$ cat src/rtl/alu_secuencial.sv
// alu_secuencial: registered, parametrised ALU with a valid/ready request side
// and a valid/ready result side. Logic, shift, compare and add/subtract ops
// execute in one cycle on latched operands; signed multiply iterates a
// shift-add over N_BITS cycles on operand magnitudes and fixes the sign last.
// Result and flags are held in registers until the consumer takes them.

module alu_secuencial #(
  parameter int N_BITS  = 16,
  parameter int SH_BITS = $clog2(N_BITS)
) (
  input  logic              clk,
  input  logic              rst_n,
  input  logic              in_valid,
  output logic              in_ready,
  input  logic [N_BITS-1:0] a,
  input  logic [N_BITS-1:0] b,
  input  logic [3:0]        op,
  output logic [N_BITS-1:0] resultado,
  output logic              out_valid,
  input  logic              out_ready,
  output logic              zero,
  output logic              negativo,
  output logic              carry,
  output logic              overflow,
  output logic              err
);

  // Operation codes
  localparam logic [3:0] OP_SUB = 4'd0;
  localparam logic [3:0] OP_ADD = 4'd1;
  localparam logic [3:0] OP_AND = 4'd2;
  localparam logic [3:0] OP_OR  = 4'd3;
  localparam logic [3:0] OP_XOR = 4'd4;
  localparam logic [3:0] OP_NOR = 4'd5;
  localparam logic [3:0] OP_SLL = 4'd6;
  localparam logic [3:0] OP_SRL = 4'd7;
  localparam logic [3:0] OP_SRA = 4'd8;
  localparam logic [3:0] OP_SLT = 4'd9;
  localparam logic [3:0] OP_MUL = 4'd10;

  // Iteration counter value at which the multiply has done all N_BITS steps
  // and only the sign correction remains.
  localparam logic [SH_BITS:0] MUL_LAST = N_BITS[SH_BITS:0];

  // EXEC is the one cycle in which a single-cycle op is evaluated on the
  // latched operands; it gives the one-edge gap between accept and result.
  typedef enum logic [1:0] {
    S_IDLE = 2'd0,
    S_EXEC = 2'd1,
    S_MUL  = 2'd2,
    S_DONE = 2'd3
  } state_t;

  state_t state, state_nxt;

  // Latched transaction
  logic [N_BITS-1:0]   a_q;
  logic [N_BITS-1:0]   b_q;
  logic [3:0]          op_q;

  // Multiplier datapath
  logic [2*N_BITS-1:0] mcand;
  logic [N_BITS-1:0]   mplier;
  logic [2*N_BITS-1:0] acc;
  logic [SH_BITS:0]    cnt;
  logic                neg;

  // Combinational results
  logic                accept;
  logic                mul_last;
  logic [N_BITS-1:0]   alu_res;
  logic                alu_c;
  logic                alu_v;
  logic                alu_err;
  logic [2*N_BITS-1:0] prod;
  logic [N_BITS-1:0]   mul_res;
  logic                mul_v;

  // Helpers for the add/sub/shift paths
  logic [N_BITS:0]     add_full;
  logic [N_BITS-1:0]   sub_res;
  logic [SH_BITS-1:0]  sh;
  logic                sh_big;

  // Magnitude of a two's-complement value; the most negative value maps to
  // its correct unsigned magnitude (e.g. 0x8000 -> 0x8000).
  function automatic logic [N_BITS-1:0] magnitude(input logic [N_BITS-1:0] v);
    logic [N_BITS-1:0] m;
    if (v[N_BITS-1]) begin
      m = ~v + {{(N_BITS-1){1'b0}}, 1'b1};
    end else begin
      m = v;
    end
    return m;
  endfunction

  assign accept   = in_valid && (state == S_IDLE);
  assign mul_last = (state == S_MUL) && (cnt == MUL_LAST);
  assign in_ready  = (state == S_IDLE);
  assign out_valid = (state == S_DONE);

  // State register
  always_ff @(posedge clk or negedge rst_n) begin
    if (!rst_n) begin
      state <= S_IDLE;
    end else begin
      state <= state_nxt;
    end
  end

  // Next-state decode
  always_comb begin
    state_nxt = state;
    case (state)
      S_IDLE: begin
        if (in_valid) begin
          if (op == OP_MUL) begin
            state_nxt = S_MUL;
          end else begin
            state_nxt = S_EXEC;
          end
        end else begin
          state_nxt = S_IDLE;
        end
      end
      S_EXEC: begin
        state_nxt = S_DONE;
      end
      S_MUL: begin
        if (cnt == MUL_LAST) begin
          state_nxt = S_DONE;
        end else begin
          state_nxt = S_MUL;
        end
      end
      S_DONE: begin
        if (out_ready) begin
          state_nxt = S_IDLE;
        end else begin
          state_nxt = S_DONE;
        end
      end
      default: begin
        state_nxt = S_IDLE;
      end
    endcase
  end

  // Capture operands and op code on acceptance; later input changes are ignored
  always_ff @(posedge clk or negedge rst_n) begin
    if (!rst_n) begin
      a_q  <= {N_BITS{1'b0}};
      b_q  <= {N_BITS{1'b0}};
      op_q <= 4'd0;
    end else if (accept) begin
      a_q  <= a;
      b_q  <= b;
      op_q <= op;
    end
  end

  // Shift-add multiplier on magnitudes: one partial product per cycle
  always_ff @(posedge clk or negedge rst_n) begin
    if (!rst_n) begin
      mcand  <= {(2*N_BITS){1'b0}};
      mplier <= {N_BITS{1'b0}};
      acc    <= {(2*N_BITS){1'b0}};
      cnt    <= {(SH_BITS+1){1'b0}};
      neg    <= 1'b0;
    end else if (accept) begin
      mcand  <= {{N_BITS{1'b0}}, magnitude(a)};
      mplier <= magnitude(b);
      acc    <= {(2*N_BITS){1'b0}};
      cnt    <= {(SH_BITS+1){1'b0}};
      neg    <= a[N_BITS-1] ^ b[N_BITS-1];
    end else if ((state == S_MUL) && (cnt != MUL_LAST)) begin
      if (mplier[0]) begin
        acc <= acc + mcand;
      end
      mcand  <= mcand << 1;
      mplier <= mplier >> 1;
      cnt    <= cnt + {{SH_BITS{1'b0}}, 1'b1};
    end
  end

  assign add_full = {1'b0, a_q} + {1'b0, b_q};
  assign sub_res  = a_q - b_q;
  assign sh       = b_q[SH_BITS-1:0];
  // Any bit of b above the shift field means the amount is >= N_BITS.
  assign sh_big   = |b_q[N_BITS-1:SH_BITS];

  // Single-cycle operation results and add/sub carry/overflow
  always_comb begin
    alu_res = {N_BITS{1'b0}};
    alu_c   = 1'b0;
    alu_v   = 1'b0;
    alu_err = 1'b0;
    case (op_q)
      OP_SUB: begin
        alu_res = sub_res;
        alu_c   = (a_q < b_q);
        alu_v   = (a_q[N_BITS-1] != b_q[N_BITS-1]) &&
                  (sub_res[N_BITS-1] != a_q[N_BITS-1]);
      end
      OP_ADD: begin
        alu_res = add_full[N_BITS-1:0];
        alu_c   = add_full[N_BITS];
        alu_v   = (a_q[N_BITS-1] == b_q[N_BITS-1]) &&
                  (add_full[N_BITS-1] != a_q[N_BITS-1]);
      end
      OP_AND: alu_res = a_q & b_q;
      OP_OR:  alu_res = a_q | b_q;
      OP_XOR: alu_res = a_q ^ b_q;
      OP_NOR: alu_res = ~(a_q | b_q);
      OP_SLL: begin
        if (sh_big) begin
          alu_res = {N_BITS{1'b0}};
        end else begin
          alu_res = a_q << sh;
        end
      end
      OP_SRL: begin
        if (sh_big) begin
          alu_res = {N_BITS{1'b0}};
        end else begin
          alu_res = a_q >> sh;
        end
      end
      OP_SRA: begin
        if (sh_big) begin
          alu_res = {N_BITS{a_q[N_BITS-1]}};
        end else begin
          alu_res = $signed(a_q) >>> sh;
        end
      end
      OP_SLT: begin
        alu_res = {{(N_BITS-1){1'b0}}, ($signed(a_q) < $signed(b_q))};
      end
      OP_MUL: begin
        // Multiply never passes through EXEC; keep results neutral.
        alu_res = {N_BITS{1'b0}};
      end
      default: begin
        alu_res = {N_BITS{1'b0}};
        alu_err = 1'b1;
      end
    endcase
  end

  // Sign correction and range check of the full 2N-bit product
  always_comb begin
    prod = acc;
    if (neg) begin
      prod = ~acc + {{(2*N_BITS-1){1'b0}}, 1'b1};
    end else begin
      prod = acc;
    end
    mul_res = prod[N_BITS-1:0];
    // Representable iff the upper N+1 bits are all copies of the sign.
    mul_v   = !((&prod[2*N_BITS-1:N_BITS-1]) || (~|prod[2*N_BITS-1:N_BITS-1]));
  end

  // Result/flag registers: loaded when an op finishes, held through DONE
  always_ff @(posedge clk or negedge rst_n) begin
    if (!rst_n) begin
      resultado <= {N_BITS{1'b0}};
      zero      <= 1'b0;
      negativo  <= 1'b0;
      carry     <= 1'b0;
      overflow  <= 1'b0;
      err       <= 1'b0;
    end else if (state == S_EXEC) begin
      resultado <= alu_res;
      zero      <= (alu_res == {N_BITS{1'b0}});
      negativo  <= alu_res[N_BITS-1];
      carry     <= alu_c;
      overflow  <= alu_v;
      err       <= alu_err;
    end else if (mul_last) begin
      resultado <= mul_res;
      zero      <= (mul_res == {N_BITS{1'b0}});
      negativo  <= mul_res[N_BITS-1];
      carry     <= 1'b0;
      overflow  <= mul_v;
      err       <= 1'b0;
    end
  end

endmodule
$ cat config.mk
export PLATFORM = sky130hd
export DESIGN_NAME = alu_secuencial
export DESIGN_NICKNAME = d
export VERILOG_FILES = /design/src/rtl/alu_secuencial.sv
export SDC_FILE = /design/constraint.sdc
export NUM_CORES = 1
export LEC_CHECK = 0
export ABC_CLOCK_PERIOD_IN_PS = 4400
export BUFFER_PORTS_ARGS = -buffer_cell sky130_fd_sc_hd__buf_2
export CORE_ASPECT_RATIO = 2
export CORE_MARGIN = 2
export CORE_UTILIZATION = 60
export DETAILED_ROUTE_END_ITERATION = 10
export PLACE_DENSITY_LB_ADDON = 0.05
export SYNTH_ARGS = -nofsm -noshare
export SYNTH_HDL_FRONTEND = slang
export SYNTH_SLANG_ARGS = --single-unit
$ cat constraint.sdc
create_clock -name clk -period 4.4 [get_ports clk]
set_input_delay 0.44 -clock clk [delete_from_list [all_inputs] [get_ports clk]]
set_output_delay 0.44 -clock clk [all_outputs]
set_load 0.03 [all_outputs]
==> impl_metrics.yaml <==
setup_path:
  ff2ff_path_depth: 9
  critical_path.cell_chain: "buf_4 -> mux4_2 -> or2_2 -> o31a_1 -> and4_1 -> nor4_1 -> nand3_1 -> or4_1 -> o21ai_1"
  crit_slowest_cell: "sky130_fd_sc_hd__nor4_1"
  slack_of_the_worst_reg_to_reg_path_ns: 0.42
  crit_fanout: 33
  timing.critical_path.from: "b_q[0]"
  crit_end: "zero"
  critPathBufInv: 1
  critical_path_cell_count: 9
  worstReg2RegEnd: "zero"
  critPathKind: "reg2reg"
  worstPathRequired_ns: 4.80
  critPathMaxStageDelay_ns: 0.65
  cp-start-kind: "flop"
  crit_path_end_kind: "flop"
  r2r-start: "b_q[0]"
  cpLargestDelayFamily: "simple AND/OR/NAND/NOR gates"
  crit_arrival_ns: 4.39
finish:
  areaGrowthSynthToFinish_pct: 9.06
  layoutNonFillerInstCount: 2035
  n_fill_cell: 1904
  design.final.nets: 1867
  final_layout_size_suffix_gt1_frac: 0.127
power:
  power_density_nw_per_um2: 980
  vdd_drop_max_uv: 880
  power.static_leakage_nw: 6.30
hold_path:
  worst_hold_class: "in2reg"
grt:
  grt_pass1_wl_um: 92600
  largest_net_degree_at_the_start_of_global_routing: 58
  grt-ovfl-total: 0
  grt.total_usage: 0.535
  initial_antenna_violation_count: 7
  first_global_vias: 14929
yosys:
  post_synth_num_cell_types: 81
  async_set_or_reset_register_ratio_after_synthesis: 1.00
  largest_area_contributor_in_the_netlist: "sky130_fd_sc_hd__dfrtp_1"
  syn-cell-area_um2: 13600
  synth.avg_cell_area_um2: 7.87
  synth_flop_cell: "sky130_fd_sc_hd__dfrtp_1"
  syn_nets: 1851
  syn-instance-count: 1723
  synth.ff_latch_count: 144
  synth-warning-count: 0
  synth_top_cell_area_share: 0.266
  synth.yosys.seq_area_share: 0.266
  synth_area_leaders: "sky130_fd_sc_hd__dfrtp_1 (27%), sky130_fd_sc_hd__ha_1 (7.8%), sky130_fd_sc_hd__nand2_1 (7.1%)"
  synth_enable_flop_cells: 0
routing:
  detail_route.first_pass.iterations: 9
  remaining_drc_errors: 0
  detail_route.wl_per_cell_um: 29.5
  drtAntennaViolNets: 0
  viasPerCell: 7.30
  detailedRoute.firstIterationViolations: 1845
  routed-via-count: 14849
  routed_wirelength_um: 60000
clock_tree:
  cts_buffers: 17
  clock_tree_from_tritoncts: "done"
  cts_resized: 0
  clock_latency_ns: 0.48
  clock-root-buffer: "sky130_fd_sc_hd__clkbuf_16"
  cts_max_path_buffers: 2
  clkSinkCount: 144
  worst_setup_hold_path_clk_slew_ns: 0.07
  cts_htree_levels: 4
floorplanning:
  die_h_um: 217
  floorplan.die_area_um2: 23900
  rows: 77
  die-width_um: 110
  floorplan.initialDensity: 0.612
  pin_count: 63
  core-area_um2: 22200
timing:
  rsz0062_at_grt: "false"
  hold_violations: 0
  worst_pin_slew_ns: 1.31
  fin_setup_tns_ns: 0
  achievable-frequency_mhz: 251
  final.setup_skew_ns: 0.0103
  report.final.slew_viol_count: 0
  relative_max_transition_margin: 0.121
  setup_violations: 0
  final.min_clock_period_ns: 3.98
  layout_worst_path_cycle_share: 0.906
placed_design:
  place.gp.congestion: 1.11
  post-place-cells: 1995
  port_buffers: 62
  place_hpwl_um: 43400
run:
  timing.max_cap.violations: 0
status:
  outcome: "finished, final reports clean"
[metal layers]
metal  GRT usage  vias to the layer above  routed length, um
met2       0.793                      985              27300
li1            -                     6325                  -
met4       0.570                        4               8860
met5      0.0357                        -                 83
met3       0.276                      484               6020
met1       0.485                     7051              17700
[tightest hold or removal path, stage by stage]
cell and delay (ns):
sky130_fd_sc_hd__buf_2 0.09, sky130_fd_sc_hd__nand2_1 0.04, sky130_fd_sc_hd__nand2_1 0.05
[logic make-up (layout without fill, tap and decap cells)]
| logic type | Yosys count | count (layout) | share of synthesized area |
|---|---|---|---|
| mux | 59 | 59 | 0.0672 |
| other cells | 0 | 7 | 0 |
| buf+inv | 194 | 223 | 0.0558 |
| compound gates | 499 | 499 | 0.247 |
| xor+xnor | 83 | 83 | 0.0536 |
| flops | 144 | 144 | 0.266 |
| fa+ha+maj | 88 | 88 | 0.0829 |
| simple gates | 656 | 656 | 0.227 |
[timing repair]
action	4_1_cts	5_1_grt
hold buffers	1	0
hold endpoints to repair	50	0
setup buffers	0	0
setup endpoints to repair	0	0
[placed cells by master, fill, tap and decap left out, types with 27 or more instances in the layout]
master,count
sky130_fd_sc_hd__a21oi_1,88
sky130_fd_sc_hd__a31oi_1,43
sky130_fd_sc_hd__buf_2,61
sky130_fd_sc_hd__buf_4,54
sky130_fd_sc_hd__dfrtp_1,142
sky130_fd_sc_hd__ha_1,85
sky130_fd_sc_hd__inv_1,73
sky130_fd_sc_hd__nand2_1,256
sky130_fd_sc_hd__nand3_1,63
sky130_fd_sc_hd__nor2_1,147
sky130_fd_sc_hd__nor3_1,44
sky130_fd_sc_hd__o21ai_0,121
sky130_fd_sc_hd__o31ai_1,36
sky130_fd_sc_hd__xnor2_1,56
sky130_fd_sc_hd__xor2_1,27
[sequential cells by signal (all words and copies together), names as in the netlist]
signal and cells:
carry 1, neg 1, a_q 16, mcand 32, resultado 16, err 1, zero 1, op_q 4
cnt 5, mplier 16, b_q 16, acc 32, state 2, overflow 1
[how the worst min path moves through the flow]
stage | startpoint | end | slack (ns) | cells past startpoint
2_1_floorplan | rst_n | a_q[0] | 0.14 | 0
3_3_place_gp | rst_n | cnt[1] | 0.42 | 1
3_5_place_dp | rst_n | mcand[21] | 0.43 | 1
4_1_cts | op[3] | op_q[3] | 0.20 | 3
5_1_grt | op[1] | op_q[1] | 0.20 | 3
6_report | op[3] | op_q[3] | 0.19 | 3
[power breakdown]
group | switching [mW] | leakage [nW] | internal [mW]
logic | 6.48 | 4.18 | 3.57
registers | 1.04 | 1.83 | 1.91
clock network | 0.720 | 0.281 | 0.767
total | 8.24 | 6.30 | 6.25
[synth_stat cells, types with 8 or more instances]
master,number
sky130_fd_sc_hd__o21ai_0,121
sky130_fd_sc_hd__a21oi_1,88
sky130_fd_sc_hd__xor2_1,27
sky130_fd_sc_hd__o211a_1,8
sky130_fd_sc_hd__nand2_1,258
sky130_fd_sc_hd__a21o_1,15
sky130_fd_sc_hd__and3_1,11
sky130_fd_sc_hd__o22ai_1,10
sky130_fd_sc_hd__inv_1,73
sky130_fd_sc_hd__o221ai_1,13
sky130_fd_sc_hd__o211ai_1,17
sky130_fd_sc_hd__a22oi_1,12
sky130_fd_sc_hd__o21bai_1,9
sky130_fd_sc_hd__mux2i_1,19
sky130_fd_sc_hd__mux2_2,16
sky130_fd_sc_hd__buf_1,16
sky130_fd_sc_hd__o31ai_1,36
sky130_fd_sc_hd__buf_2,10
sky130_fd_sc_hd__a221o_1,9
sky130_fd_sc_hd__or4_1,12
sky130_fd_sc_hd__ha_1,85
sky130_fd_sc_hd__clkbuf_1,90
sky130_fd_sc_hd__or3_1,12
sky130_fd_sc_hd__a31oi_1,43
sky130_fd_sc_hd__nor3b_1,8
sky130_fd_sc_hd__xnor2_1,56
sky130_fd_sc_hd__nand3_1,63
sky130_fd_sc_hd__mux4_2,24
sky130_fd_sc_hd__nor2b_1,18
sky130_fd_sc_hd__nand4_1,15
sky130_fd_sc_hd__nand2b_1,13
sky130_fd_sc_hd__o41ai_1,11
sky130_fd_sc_hd__nor2_1,147
sky130_fd_sc_hd__nor3_1,44
sky130_fd_sc_hd__dfrtp_1,144
sky130_fd_sc_hd__a211oi_1,23
sky130_fd_sc_hd__nor4_1,12
sky130_fd_sc_hd__o21a_1,15
[cell type report]
class	count	area, um^2	share of cell area
Clock buffer	18	439	0.0297
Clock inverter	14	145	0.00982
Tap cell	276	345	0.0234
Sequential cell	144	3610	0.244
Antenna cell	7	17.5	0.00119
Inverter	74	278	0.0188
Timing Repair Buffer	117	732	0.0495
Multi-Input combinational cell	1385	9220	0.624
[metrics by stage]
step / power [mW] / util / hold slack (ns) / area (um^2) / worst slack (ns)
global placement: 12.0 / 0.639 / 0.425 / 14200 / 0.634
global route: 15.3 / 0.667 / 0.205 / 14800 / 0.187
detailed placement: 12.2 / 0.639 / 0.429 / 14200 / 0.585
floorplan: 9.09 / - / 0.144 / 13600 / 0.625
CTS: 13.7 / 0.666 / 0.202 / 14800 / 0.571
finish: 14.5 / 0.667 / 0.189 / 14800 / 0.415
No activity file was read; power rests on OpenSTA's default activity.
